**config.mk**
```make
export PLATFORM = sky130hd
export DESIGN_NAME = vend_sequencer
export DESIGN_NICKNAME = d
export VERILOG_FILES = /design/src/rtl/vend_sequencer.sv
export SDC_FILE = /design/constraint.sdc
export NUM_CORES = 1
export LEC_CHECK = 0
export BUFFER_PORTS_ARGS = -buffer_cell sky130_fd_sc_hd__clkbuf_2
export CAP_MARGIN = 20
export CORE_MARGIN = 1
export CORE_UTILIZATION = 55
export DETAILED_ROUTE_END_ITERATION = 8
export GPL_ROUTABILITY_DRIVEN = 0
export PLACE_DENSITY = 0.75
export SLEW_MARGIN = 0
export SYNTH_ARGS = -nofsm -noshare
export SYNTH_HDL_FRONTEND = slang
export SYNTH_SLANG_ARGS = --single-unit
export TNS_END_PERCENT = 20
```
**constraint.sdc**
```tcl
create_clock -name clk -period 2.5 [get_ports clk]
set_input_delay 0.125 -clock clk [delete_from_list [all_inputs] [get_ports clk]]
set_output_delay 0.125 -clock clk [all_outputs]
set_load 0.02 [all_outputs]
```
**src/rtl/vend_sequencer.sv**
```systemverilog
// Round-robin motor-power arbiter for four vending stepper channels: one motor at a time, timeout fault, settle gap.
// Optional per-channel completion counters on output vend_count when VEND_STATS_EN is defined.
module vend_sequencer #(
  parameter int unsigned TIMEOUT_CYCLES = 600000000,
  parameter int unsigned GAP_CYCLES     = 25000000
) (
  input  logic        clk,
  input  logic        rst,
  input  logic [3:0]  req,
  input  logic        enable,
  input  logic [3:0]  done,
  input  logic        clr_fault,
  output logic [3:0]  start,
  output logic [3:0]  active,
  output logic [3:0]  pending,
  output logic        busy,
  output logic        fault,
  output logic [1:0]  fault_ch
`ifdef VEND_STATS_EN
  ,
  output logic [31:0] vend_count
`endif
);

  localparam int TW = 30;
  localparam logic [TW-1:0] RUN_LAST = TW'(TIMEOUT_CYCLES - 1);
  localparam logic [TW-1:0] GAP_LAST = TW'(GAP_CYCLES - 1);

  typedef enum logic [2:0] {
    S_IDLE,
    S_START,
    S_RUN,
    S_GAP,
    S_FAULT
  } state_t;

  state_t          state_q, state_d;
  logic [TW-1:0]   timer_q, timer_d;
  logic [3:0]      pend_q, pend_d;
  logic [3:0]      active_q, active_d;
  logic [3:0]      start_q, start_d;
  logic [1:0]      last_q, last_d;
  logic [1:0]      ch_q, ch_d;
  logic            fault_q, fault_d;
  logic [1:0]      fault_ch_q, fault_ch_d;
  logic [3:0]      grant_oh;

  // Scan last+1 .. last+4; iterating downward lets the nearest candidate win.
  function automatic logic [1:0] rr_pick(input logic [3:0] pend, input logic [1:0] last);
    logic [1:0] idx;
    rr_pick = last;
    for (int k = 4; k >= 1; k--) begin
      idx = last + 2'(k);
      if (pend[idx]) rr_pick = idx;
    end
  endfunction

  always_comb begin
    state_d    = state_q;
    timer_d    = timer_q;
    active_d   = active_q;
    start_d    = '0;
    last_d     = last_q;
    ch_d       = ch_q;
    fault_d    = fault_q;
    fault_ch_d = fault_ch_q;
    grant_oh   = '0;
    case (state_q)
      S_IDLE: begin
        if (enable && (|pend_q)) begin
          ch_d     = rr_pick(pend_q, last_q);
          grant_oh = 4'b0001 << ch_d;
          last_d   = ch_d;
          active_d = grant_oh;
          start_d  = grant_oh;
          state_d  = S_START;
        end
      end
      S_START: begin
        timer_d = '0;
        state_d = S_RUN;
      end
      S_RUN: begin
        if (done[ch_q]) begin
          state_d  = S_GAP;
          timer_d  = '0;
          active_d = '0;
        end else if (timer_q == RUN_LAST) begin
          state_d    = S_FAULT;
          fault_d    = 1'b1;
          fault_ch_d = ch_q;
          active_d   = '0;
        end else begin
          timer_d = timer_q + TW'(1);
        end
      end
      S_GAP: begin
        if (timer_q == GAP_LAST) begin
          state_d = S_IDLE;
          timer_d = '0;
        end else begin
          timer_d = timer_q + TW'(1);
        end
      end
      S_FAULT: begin
        if (clr_fault) begin
          fault_d = 1'b0;
          timer_d = '0;
          state_d = S_GAP;
        end
      end
      default: state_d = S_IDLE;
    endcase
    // A request to the channel being served, or being granted right now, is dropped.
    pend_d = (pend_q | (req & ~active_q)) & ~grant_oh;
  end

  always_ff @(posedge clk) begin
    if (rst) begin
      state_q    <= S_IDLE;
      timer_q    <= '0;
      pend_q     <= '0;
      active_q   <= '0;
      start_q    <= '0;
      last_q     <= 2'd3;
      ch_q       <= 2'd0;
      fault_q    <= 1'b0;
      fault_ch_q <= 2'd0;
    end else begin
      state_q    <= state_d;
      timer_q    <= timer_d;
      pend_q     <= pend_d;
      active_q   <= active_d;
      start_q    <= start_d;
      last_q     <= last_d;
      ch_q       <= ch_d;
      fault_q    <= fault_d;
      fault_ch_q <= fault_ch_d;
    end
  end

  assign start    = start_q;
  assign active   = active_q;
  assign pending  = pend_q;
  assign busy     = (state_q != S_IDLE);
  assign fault    = fault_q;
  assign fault_ch = fault_ch_q;

`ifdef VEND_STATS_EN
  logic       run_done;
  logic [7:0] cnt_q [4];

  assign run_done = (state_q == S_RUN) && done[ch_q];

  // Saturating per-channel completion counters; timeouts never reach here.
  always_ff @(posedge clk) begin
    if (rst) begin
      for (int i = 0; i < 4; i++) cnt_q[i] <= '0;
    end else if (run_done && (cnt_q[ch_q] != 8'hFF)) begin
      cnt_q[ch_q] <= cnt_q[ch_q] + 8'd1;
    end
  end

  assign vend_count = {cnt_q[3], cnt_q[2], cnt_q[1], cnt_q[0]};
`endif

endmodule

```
==> run summary, run 1 <==
### Run status
* run status: completed

### Detailed routing
* Initial DRT Pass Iterations: 5
* DR iter-0 viols: 198
* DRT antenna net count: 0
* per-cell routed wire length: 15.74 um
* via count: 2635
* mean number of vias per cell: 6.229
* number of DRC violations after detailed routing: 0
* Routed Wire Length: 6656 um

### Logic synthesis
* fraction of synthesis flops using an asynchronous set or reset pin: 0
* total of warnings raised by yosys: 0
* sequential area share after synthesis: 0.3672
* Cell Area, Synth: 2835 um^2
* number of enable flip-flop cells after synthesis: 0
* Synth Area in Simple Gates: 0.3407
* synthesized-area fraction occupied by ao, oa, aoi and oai cells: 0.1801
* multiplexer share of the synthesized area: 0.01853
* gate count after technology mapping: 327
* adder-cell share of the synthesized area: 0.004413
* count of state elements after synthesis: 52
* count of different cell masters after synthesis: 60
* main combinational cell family by area after synthesis: simple AND/OR/NAND/NOR gates
* post-synthesis xor/xnor area fraction: 0.02471
* Top FF cell, synth: sky130_fd_sc_hd__dfxtp_1
* number of nets in the synthesized netlist: 340
* per-instance average area after synthesis: 8.670 um^2

### Timing
* setup repair after global routing missed its margin: false
* achievable frequency: 467.1 MHz
* Final Cycle Share: 0.8564
* worst-case hold slack: 0.09286 ns
* final max-slew violation count: 0
* number of hold violations in the final report: 0
* post-route minimum period: 2.141 ns
* Clock Skews: 0.005477 ns
* worst slew pin tran: 0.6556 ns
* Total Neg Setup Slack: 0 ns
* max_slew headroom: 0.5597
* Setup violations, final: 0

### Critical path
* start-to-end type of the worst setup path: flop to flop
* critical path arrival: 2.40 ns
* kind of start point of the critical path: flop
* critical path endpoint category: flop
* slowest stage cell, crit path: sky130_fd_sc_hd__or4_1
* Critical path buffers and inverters: 0
* top cell family by delay on the critical path: simple AND/OR/NAND/NOR gates
* largest incremental delay on the critical path: 0.64 ns
* series of cell instances along the critical path: nand4_2 > or4_1 > nor2_2 > or4b_4 > a21oi_2
* crit path max fanout: 11
* data required time of the critical path: 2.75 ns

### Clock tree
* CTS Buffer Depth: 2
* Reg clk slew, reported paths: 0.09 ns
* clock latency reported for the late side of the worst-skew pair: 0.31 ns
* cts hold-fix bufs: 0
* CTS root buffer: sky130_fd_sc_hd__clkbuf_8
* CTS resizes: 0
* maximum level of the CTS H-tree: 2
* clock buffer count from CTS: 5
* CTS tree: built
* clock sink count: 52
* Post-CTS Setup Inserts: 0

### Global routing
* initial antenna violation count: 0
* global-route congestion overflow total: 0
* maximum number of pins on one net before global-route repair: 19
* wire length of the first global-routing pass: 10920 um
* number of global-route vias before repair: 2311
* global-route usage over all layers: 0.2629

### Power
* leakage: 0.001067 uW
* final total power: 1939 uW
* PD cells: 621.5 nW/um^2
* VDD IR max: 0.4386 mV

### Floorplanning
* vertical die dimension: 73.80 um
* area enclosed by the die boundary: 5446 um^2
* Core Footprint: 4848 um^2
* Chip Width: 73.80 um
* num ports: 28
* Core Rows: 25
* Initial Util: 0.5848

### Placement
* detailed placer's ending HPWL: 4794 um
* number of placed instances, taps included: 415
* Port Buf Inserts: 27

### Cells and area
* number of diodes added for antenna fixing: 0
* Core Util, Final: 0.6434
* area overhead of the layout relative to synthesis: 10.02%
* fill cell instance count of the final layout: 423
* number of standard cells in the layout, taps in and fillers out: 423
* share of final-layout standard cells stronger than drive strength 1: 0.1910
* layout net count: 368

### Run
* Max Cap Viol: 0

### Min path
* class of the tightest hold or removal check: input port to flop

-- worst min-delay path: stages --
cell and delay, ns:
sky130_fd_sc_hd__clkbuf_2 0.07, sky130_fd_sc_hd__a21oi_1 0.05, sky130_fd_sc_hd__nor3_1 0.11
-- flip-flops by register name (all words and copies together) (netlist names) --
signal and cells:
state_q 3, start 4, ch_q 2, timer_q 30, fault_ch 2, fault 1, pending 4, last_q 2
active 4
-- stage by stage --
step / setup WS [ns] / cell area, um^2
5_1_grt: 0.1902 / 3119
4_1_cts: 0.3845 / 3119
3_5_place_dp: 0.3949 / 3012
2_1_floorplan: 0.4957 / 2835
6_report: 0.3589 / 3119
3_3_place_gp: 0.4325 / 3012
-- cell type report --
type	count	area (um^2)	share of cell area
Tap cell	67	83.83	0.02688
Clock buffer	6	72.57	0.02327
Multi-Input combinational cell	245	1620	0.5195
Timing Repair Buffer	38	217.7	0.06980
Sequential cell	52	1041	0.3337
Clock inverter	2	35.03	0.01123
Inverter	13	48.80	0.01564
-- power by group --
| group | internal (uW) | switching, uW |
|---|---|---|
| logic | 158 | 270 |
| clock network | 297 | 274 |
| registers | 881 | 58.2 |
| total | 1340 | 603 |
-- worst paths after layout --
path | endpoint | slack, ns | startpoint | depth (start not counted)
setup / recovery | timer_q[24] | 0.36 | timer_q[10] | 5
hold / removal | pending[0] | 0.09 | req[0] | 3
setup reg to reg | timer_q[24] | 0.36 | timer_q[10] | 5
hold reg to reg | ch_q[1] | 0.50 | ch_q[1] | 2
-- kinds of logic (layout without fill, tap and decap cells) --
logic type,after synthesis,count (layout)
mux,4,4
compound gates,77,77
flops,52,52
xor+xnor,8,8
fa+ha+maj,1,1
simple gates,155,155
buf+inv,30,59
-- routing by layer --
layer  track usage  wire, um  vias to the layer above
met3       0.05213       307                       11
li1              -         -                     1301
met5             0         0                        -
met4       0.07479        86                        0
met2        0.4363      3105                       81
met1        0.3455      3156                     1242
-- placed cells by master, fill, tap and decap left out, types with 3 or more instances in the layout --
cell type,Yosys,layout
sky130_fd_sc_hd__dfxtp_1,52,52
sky130_fd_sc_hd__nor2_1,33,33
sky130_fd_sc_hd__a21oi_1,28,28
sky130_fd_sc_hd__clkbuf_2,0,27
sky130_fd_sc_hd__nand2_1,19,19
sky130_fd_sc_hd__o31ai_1,19,19
sky130_fd_sc_hd__or4_1,17,17
sky130_fd_sc_hd__nor3_1,16,16
sky130_fd_sc_hd__inv_1,13,13
sky130_fd_sc_hd__buf_4,2,11
sky130_fd_sc_hd__nand3_1,10,10
sky130_fd_sc_hd__nand4_1,8,8
sky130_fd_sc_hd__xnor2_1,8,8
sky130_fd_sc_hd__or3_1,7,7
sky130_fd_sc_hd__nor4_1,6,6
sky130_fd_sc_hd__o21ai_0,5,5
sky130_fd_sc_hd__clkbuf_8,5,5
sky130_fd_sc_hd__nor2b_1,4,4
sky130_fd_sc_hd__and4_1,3,3
sky130_fd_sc_hd__mux2i_1,3,3
sky130_fd_sc_hd__o2111ai_1,3,3
sky130_fd_sc_hd__nor4b_1,3,3
sky130_fd_sc_hd__o41ai_1,3,3
sky130_fd_sc_hd__or4b_2,3,3
-- synth_stat cells (all sizes together), types with 2 or more instances --
master / number / share of area
nor3b: 2 / 0.0053
o41ai: 3 / 0.0093
dfxtp: 52 / 0.37
nand3b: 2 / 0.0053
a31oi: 2 / 0.0044
or4: 18 / 0.048
and4: 4 / 0.013
nand2: 19 / 0.025
o31ai: 20 / 0.055
o211ai: 2 / 0.0053
nor4: 9 / 0.033
nand2b: 2 / 0.0071
nor2: 34 / 0.046
o21a: 2 / 0.0053
nor3: 16 / 0.028
a311oi: 2 / 0.0062
inv: 13 / 0.017
nor2b: 4 / 0.0088
xnor2: 8 / 0.025
o32ai: 2 / 0.0062
or4b: 4 / 0.015
mux2i: 3 / 0.011
and3: 3 / 0.0071
and4bb: 2 / 0.0088
o2111ai: 3 / 0.0093
o21ai: 7 / 0.012
or3: 8 / 0.019
buf: 7 / 0.016
a21oi: 29 / 0.053
nand3: 10 / 0.018
o22ai: 2 / 0.0044
clkbuf: 10 / 0.031
nor4b: 3 / 0.0093
nand4: 10 / 0.026
(Power assumes the default switching activity.)
==> inputs of run 2 (changes only) <==
Settings changed: ABC_AREA from default to 1, PLACE_DENSITY 0.75 to 0.74.
==> run 2 against run 1 <==
  * Cell count grew 61%
  * Critical path depth grew 6
  * Worst setup slack gained 0.059 ns
  * Sequential power grew 16%
  * Design area grew 20%
  * Clock power grew 11%
  * Critical path type unchanged
  * Critical endpoint is now timer_q[9]
  * Largest cell class unchanged
  * Largest power group is now combinational cells
==> run summary, run 2 <==
### Run status
* run status: completed

### Clock tree
* CTS tree: built
* CTS root buffer: sky130_fd_sc_hd__clkbuf_8
* Reg clk slew, reported paths: 0.10 ns, about the same
* CTS resizes: 0, unchanged
* Post-CTS Setup Inserts: 0, unchanged
* clock sink count: 52, unchanged
* CTS Buffer Depth: 2, unchanged
* cts hold-fix bufs: 0, unchanged
* maximum level of the CTS H-tree: 2, unchanged
* clock buffer count from CTS: 5, unchanged
* clock latency reported for the late side of the worst-skew pair: 0.32 ns, about the same

### Floorplanning
* vertical die dimension: 81.56 um, +11%
* Core Rows: 28, +12%
* Initial Util: 0.5777, -0.007116
* Chip Width: 81.56 um, +11%
* Core Footprint: 6026 um^2, +24%
* area enclosed by the die boundary: 6651 um^2, +22%
* num ports: 28, unchanged

### Detailed routing
* via count: 3656, +39%
* Routed Wire Length: 8874 um, +33%
* number of DRC violations after detailed routing: 0, unchanged
* DR iter-0 viols: 314, +59%
* DRT antenna net count: 0, unchanged
* mean number of vias per cell: 5.369, -14%
* Initial DRT Pass Iterations: 6, +1
* per-cell routed wire length: 13.03 um, -17%

### Logic synthesis
* number of nets in the synthesized netlist: 596, +75%
* count of state elements after synthesis: 52, unchanged
* Area contributors post-synth: sky130_fd_sc_hd__dfxtp_1 (30%), sky130_fd_sc_hd__nand2_1 (20%), sky130_fd_sc_hd__nor2_1 (10%), sky130_fd_sc_hd__inv_1 (7.9%), sky130_fd_sc_hd__nand3_1 (6.2%)
* cell with the most instances after synthesis: sky130_fd_sc_hd__nand2_1
* number of enable flip-flop cells after synthesis: 0, unchanged
* count of different cell masters after synthesis: 33, -45%
* total of warnings raised by yosys: 0, unchanged
* per-instance average area after synthesis: 5.971 um^2, -31%
* gate count after technology mapping: 583, +78%
* fraction of synthesis flops using an asynchronous set or reset pin: 0, unchanged
* share of Yosys cell area claimed by the top area cell type: 0.2991, -0.06810
* Cell Area, Synth: 3481 um^2, +23%
* leading cell types by count after synthesis: sky130_fd_sc_hd__nand2_1 (182), sky130_fd_sc_hd__nor2_1 (96), sky130_fd_sc_hd__inv_1 (73)
* library cell with the largest summed area after synthesis: sky130_fd_sc_hd__dfxtp_1
* Top FF cell, synth: sky130_fd_sc_hd__dfxtp_1
* sequential area share after synthesis: 0.2991, -0.06810

### Critical path
* crit path max fanout: 22, +11
* critical path arrival: 2.34 ns, -0.06 ns
* start-to-end type of the worst setup path: flop to flop
* kind of start point of the critical path: flop
* critical path endpoint category: flop
* data required time of the critical path: 2.76 ns, about the same
* startpoint of the most critical register-to-register path: timer_q[0]
* Critical path origin: timer_q[0]

### Placement
* detailed placer's ending HPWL: 6916 um, +44%
* Port Buf Inserts: 27, unchanged

### Global routing
* number of global-route vias before repair: 3177, +37%
* initial antenna violation count: 0, unchanged
* maximum number of pins on one net before global-route repair: 31, +12
* Global Route met1 Usage: 0.3801, +0.03461
* wire length of the first global-routing pass: 14350 um, +31%
* global-route usage over all layers: 0.2857, +0.02285
* Most Crowded Layer GR: met2
* global-route congestion overflow total: 0, unchanged
* M3 GR Usage: 0.05111, -0.001015
* global routing usage on met2: 0.4583, +0.02204

### Timing
* number of hold violations in the final report: 0, unchanged
* Final Cycle Share: 0.8330, -0.02342
* post-route minimum period: 2.083 ns, -0.05855 ns
* Total Neg Setup Slack: 0 ns, unchanged
* final max-slew violation count: 0, unchanged
* achievable frequency: 480.2 MHz, +2.8%
* setup repair after global routing missed its margin: false
* Setup violations, final: 0, unchanged
* max_slew headroom: 0.5843, +0.02465
* worst slew pin tran: 0.6170 ns, -0.03856 ns
* Clock Skews: 0.009106 ns, +0.003629 ns

### Power
* VDD IR max: 0.6092 mV, +39%
* PD cells: 856.7 nW/um^2, +38%
* leakage: 0.001620 uW, +52%

### Cells and area
* most common cell after layout, fill and taps aside: sky130_fd_sc_hd__nand2_1
* Largest register FFs: 30, unchanged
* number of diodes added for antenna fixing: 0, unchanged
* area overhead of the layout relative to synthesis: 7.944%
* Most flops, register: timer_q
* share of final-layout standard cells stronger than drive strength 1: 0.1188, -0.07220
* layout net count: 618, +68%
* commonest cells after routing, fill and taps aside: sky130_fd_sc_hd__nand2_1 (182), sky130_fd_sc_hd__nor2_1 (96), sky130_fd_sc_hd__inv_1 (73), sky130_fd_sc_hd__dfxtp_1 (52), sky130_fd_sc_hd__nand3_1 (43)
* Core Util, Final: 0.6235, -0.01981

### Run
* Max Cap Viol: 0, unchanged

### Min path
* Worst Hold Launch: req[1]
* class of the tightest hold or removal check: input port to flop

==> run 2: changes by cell type in the layout (fill, tap and decap cells not counted), moves of 9 or more <==
cell	change
sky130_fd_sc_hd__inv_1	+60
sky130_fd_sc_hd__nor3_1	-10
sky130_fd_sc_hd__nand4_1	+10
sky130_fd_sc_hd__inv_2	+9
sky130_fd_sc_hd__nor2_1	+63
sky130_fd_sc_hd__or4_1	-17
sky130_fd_sc_hd__o31ai_1	-19
sky130_fd_sc_hd__nand2_1	+163
sky130_fd_sc_hd__nand3_1	+33
==> run 2: cell type report <==
| type | instances | area [um^2] |
|---|---|---|
| tap | 75 | 93.84 |
| multi-input combinational | 434 | 2036 |
| fill | 602 | 2268 |
| inverter | 82 | 307.8 |
| clock inverter | 2 | 38.79 |
| clock buffer | 6 | 82.58 |
| timing repair buffer | 30 | 157.7 |
| sequential | 52 | 1041 |
==> run 2: cell families (layout without fill, tap and decap cells) <==
kind of cell | count (synthesis) | count (layout) | synth area share
AO/OA/AOI/OAI | 54 | 54 | 0.08878
XOR/XNOR | 5 | 5 | 0.01258
adder cells (fa/ha/maj) | 1 | 1 | 0.003594
buffers and inverters | 97 | 120 | 0.1161
flip-flops | 52 | 52 | 0.2991
AND/OR/NAND/NOR | 374 | 374 | 0.4799
==> run 2: stage by stage <==
| stage | worst slack (ns) | hold WS, ns | power [uW] | cells | area [um^2] |
|---|---|---|---|---|---|
| floorplan | 0.8820 | 0.2850 | 2291 | 583 | 3481 |
| global placement | 0.5338 | 0.3836 | 2570 | 673 | 3636 |
| detailed placement | 0.4514 | 0.3859 | 2600 | 673 | 3636 |
| CTS | 0.4352 | 0.05400 | 3224 | 681 | 3757 |
| global route | 0.2227 | 0.07839 | 3442 | 681 | 3757 |
| finish | 0.4174 | 0.07217 | 3219 | 681 | 3757 |
==> run 2: final timing paths <==
path | end | slack, ns | cells after the start
max | timer_q[9] | 0.42 | 11
min reg2reg | fault | 0.46 | 2
min | pending[1] | 0.07 | 3
max reg2reg | timer_q[9] | 0.42 | 11
==> run 2: metal layers <==
metal	wire, um	up-vias
met5	0	-
met4	187	0
met3	613	16
met2	3987	143
met1	4085	1619
li1	-	1878
==> run 2: report_power, final <==
group          internal [uW]  switching, uW  total [uW]
Clock                    328            303         631
Combinational            428           1070        1500
Sequential               951            142        1090
==> run 2: critical path: stages (launching register included) <==
cell	delay, ns
sky130_fd_sc_hd__dfxtp_1	0.40
sky130_fd_sc_hd__ha_1	0.23
sky130_fd_sc_hd__nand3_2	0.13
sky130_fd_sc_hd__inv_1	0.12
sky130_fd_sc_hd__nand2_2	0.10
sky130_fd_sc_hd__inv_2	0.12
sky130_fd_sc_hd__nand3_4	0.24
sky130_fd_sc_hd__nand2_4	0.31
sky130_fd_sc_hd__inv_1	0.16
sky130_fd_sc_hd__nand2_1	0.09
sky130_fd_sc_hd__nand2_1	0.05
sky130_fd_sc_hd__nor2_1	0.08
==> inputs of run 3 (changes only) <==
Clock period 2.5 ns to 2 ns, I/O delays scaled along.
==> run 3 against run 2 <==
  * Worst setup slack got worse by 0.30 ns
  * Hold slack lost 0.018 ns
  * Die area is the same
  * Sequential share of layout area decreased by 0.47 points
  * Sequential power grew 25%
  * Count of clock-buffer cells in the layout is 1 lower
  * Non-clock buffer count grew 5
  * Core utilization up 1.1 points
  * Largest cell class unchanged
==> run summary, run 3 (same netlist as run 2, synthesis figures left out) <==
### Run status
* run status: completed

### Cells and area
* number of diodes added for antenna fixing: 0, unchanged
* commonest cells after routing, fill and taps aside: sky130_fd_sc_hd__nand2_1 (182), sky130_fd_sc_hd__nor2_1 (96), sky130_fd_sc_hd__inv_1 (73), sky130_fd_sc_hd__dfxtp_1 (51), sky130_fd_sc_hd__nand3_1 (43)
* layout net count: 623, +0.81%
* share of final-layout standard cells stronger than drive strength 1: 0.1277, +0.008848
* Most flops, register: timer_q
* number of standard cells in the layout, taps in and fillers out: 686, +0.73%
* area overhead of the layout relative to synthesis: 9.921%
* most common cell after layout, fill and taps aside: sky130_fd_sc_hd__nand2_1
* finished layout cell area: 3826 um^2, +1.8%
* Largest register FFs: 30, unchanged

### Global routing
* global-route congestion overflow total: 0, unchanged
* wire length of the first global-routing pass: 14210 um, -0.91%
* initial antenna violation count: 0, unchanged
* number of global-route vias before repair: 3123, -1.7%
* global-route usage over all layers: 0.2782, -0.007545
* maximum number of pins on one net before global-route repair: 31, unchanged

### Floorplanning
* area enclosed by the die boundary: 6651 um^2, unchanged
* vertical die dimension: 81.56 um, unchanged
* Core Rows: 28, unchanged
* Core Footprint: 6026 um^2, unchanged
* Chip Width: 81.56 um, unchanged
* num ports: 28, unchanged
* Initial Util: 0.5777, unchanged

### Detailed routing
* via count: 3633, -0.63%
* per-cell routed wire length: 12.81 um, -1.7%
* DR iter-0 viols: 279, -11%
* mean number of vias per cell: 5.296, -1.4%
* Initial DRT Pass Iterations: 5, -1
* number of DRC violations after detailed routing: 0, unchanged
* Routed Wire Length: 8786 um, -0.99%
* DRT antenna net count: 0, unchanged

### Timing
* worst-case hold slack: 0.05421 ns, -0.01796 ns
* Setup violations, final: 0, unchanged
* Total Neg Setup Slack: 0 ns, unchanged
* number of hold violations in the final report: 0, unchanged
* setup repair after global routing missed its margin: false
* Final Cycle Share: 0.9403, +0.1073
* max_slew headroom: 0.6118, +0.02753
* final worst-path setup slack: 0.1194 ns, -0.2981 ns
* worst slew pin tran: 0.5816 ns, -0.03542 ns
* post-route minimum period: 1.881 ns, -0.2019 ns
* achievable frequency: 531.7 MHz, +11%
* final max-slew violation count: 0, unchanged
* Clock Skews: 0.008663 ns, -0.0004427 ns

### Power
* VDD IR max: 0.9190 mV, +51%
* leakage: 0.001657 uW, +2.3%
* PD cells: 1097 nW/um^2, +28%

### Critical path
* slowest stage cell, crit path: sky130_fd_sc_hd__dfxtp_1
* critical path endpoint category: flop
* data required time of the critical path: 2.21 ns, -0.55 ns
* series of cell instances along the critical path: ha_1 > nand3_2 > inv_1 > nand3_1 > nor2_1 > nand2_1 > nand2_2 > nand3_4 > nand2_4 > inv_2 > nand2_1 > nor2_1
* crit path max fanout: 7, -68%
* start-to-end type of the worst setup path: flop to flop
* largest incremental delay on the critical path: 0.39 ns, about the same
* kind of start point of the critical path: flop
* critical path arrival: 2.09 ns, -0.25 ns

### Placement
* worst setup timing slack at the placement stage: 0.09505 ns, -0.3564 ns
* placed cell areas: 3674 um^2, +1.0%
* detailed placer's ending HPWL: 6837 um, -1.1%
* Port Buf Inserts: 27, unchanged
* number of placed instances, taps included: 678, +0.74%

### Clock tree
* CTS tree: built
* cts hold-fix bufs: 0, unchanged
* clock sink count: 52, unchanged
* CTS root buffer: sky130_fd_sc_hd__clkbuf_8
* clock latency reported for the late side of the worst-skew pair: 0.32 ns, about the same
* CTS Buffer Depth: 2, unchanged
* Reg clk slew, reported paths: 0.10 ns, about the same
* clock buffer count from CTS: 5, unchanged
* maximum level of the CTS H-tree: 2, unchanged

### Min path
* class of the tightest hold or removal check: input port to flop

### Run
* Max Cap Viol: 0, unchanged

[run 3: final timing paths]
kind,from,end,slack [ns],depth (start not counted)
hold / removal,req[1],pending[1],0.05,3
setup reg to reg,timer_q[1],timer_q[3],0.12,12
setup / recovery,timer_q[1],timer_q[3],0.12,12
hold reg to reg,fault,fault,0.46,2
[run 3: metal layers]
metal  vias to the layer above  GRT usage  part of all wire  wire [um]
li1                       1891          -                 -          -
met1                      1621     0.3878              0.48       4258
met2                       109     0.4450              0.45       3916
met3                        12    0.02889             0.054        471
met4                         0    0.09107             0.016        140
met5                         -          0                 0          0
[run 3: stage by stage]
| stage | total power [uW] | util |
|---|---|---|
| after global placement | 3250 | 0.6096 |
| after CTS | 4148 | 0.6325 |
| final | 4197 | 0.6350 |
| after floorplan | 2864 | - |
| after detailed placement | 3274 | 0.6096 |
| after global routing | 4485 | 0.6350 |
[run 3: layout make-up]
cell class / count / area, um^2
Tap cell: 75 / 93.84
Clock buffer: 5 / 68.82
Clock inverter: 3 / 68.82
Multi-Input combinational cell: 434 / 2049
Fill cell: 594 / 2200
Timing Repair Buffer: 35 / 195.2
Sequential cell: 52 / 1042
Inverter: 82 / 307.8
[run 3: power breakdown]
part	internal [uW]	switching [uW]	total [uW]
Clock	504	381	885
Sequential	1190	168	1360
Combinational	574	1380	1950
[run 3: worst max-delay path: cells and delay by family, from the launching register on]
family / cells / cell delay [ns]
flops: 1 / 0.39
buf+inv: 2 / 0.19
fa+ha+maj: 1 / 0.22
simple gates: 9 / 0.97
[run 3: timing repair]
| item | 4_1_cts | 5_1_grt |
|---|---|---|
| resized for setup | 0 | 3 |
| setup buffers | 0 | 0 |
| setup endpoints to repair | 0 | 11 |
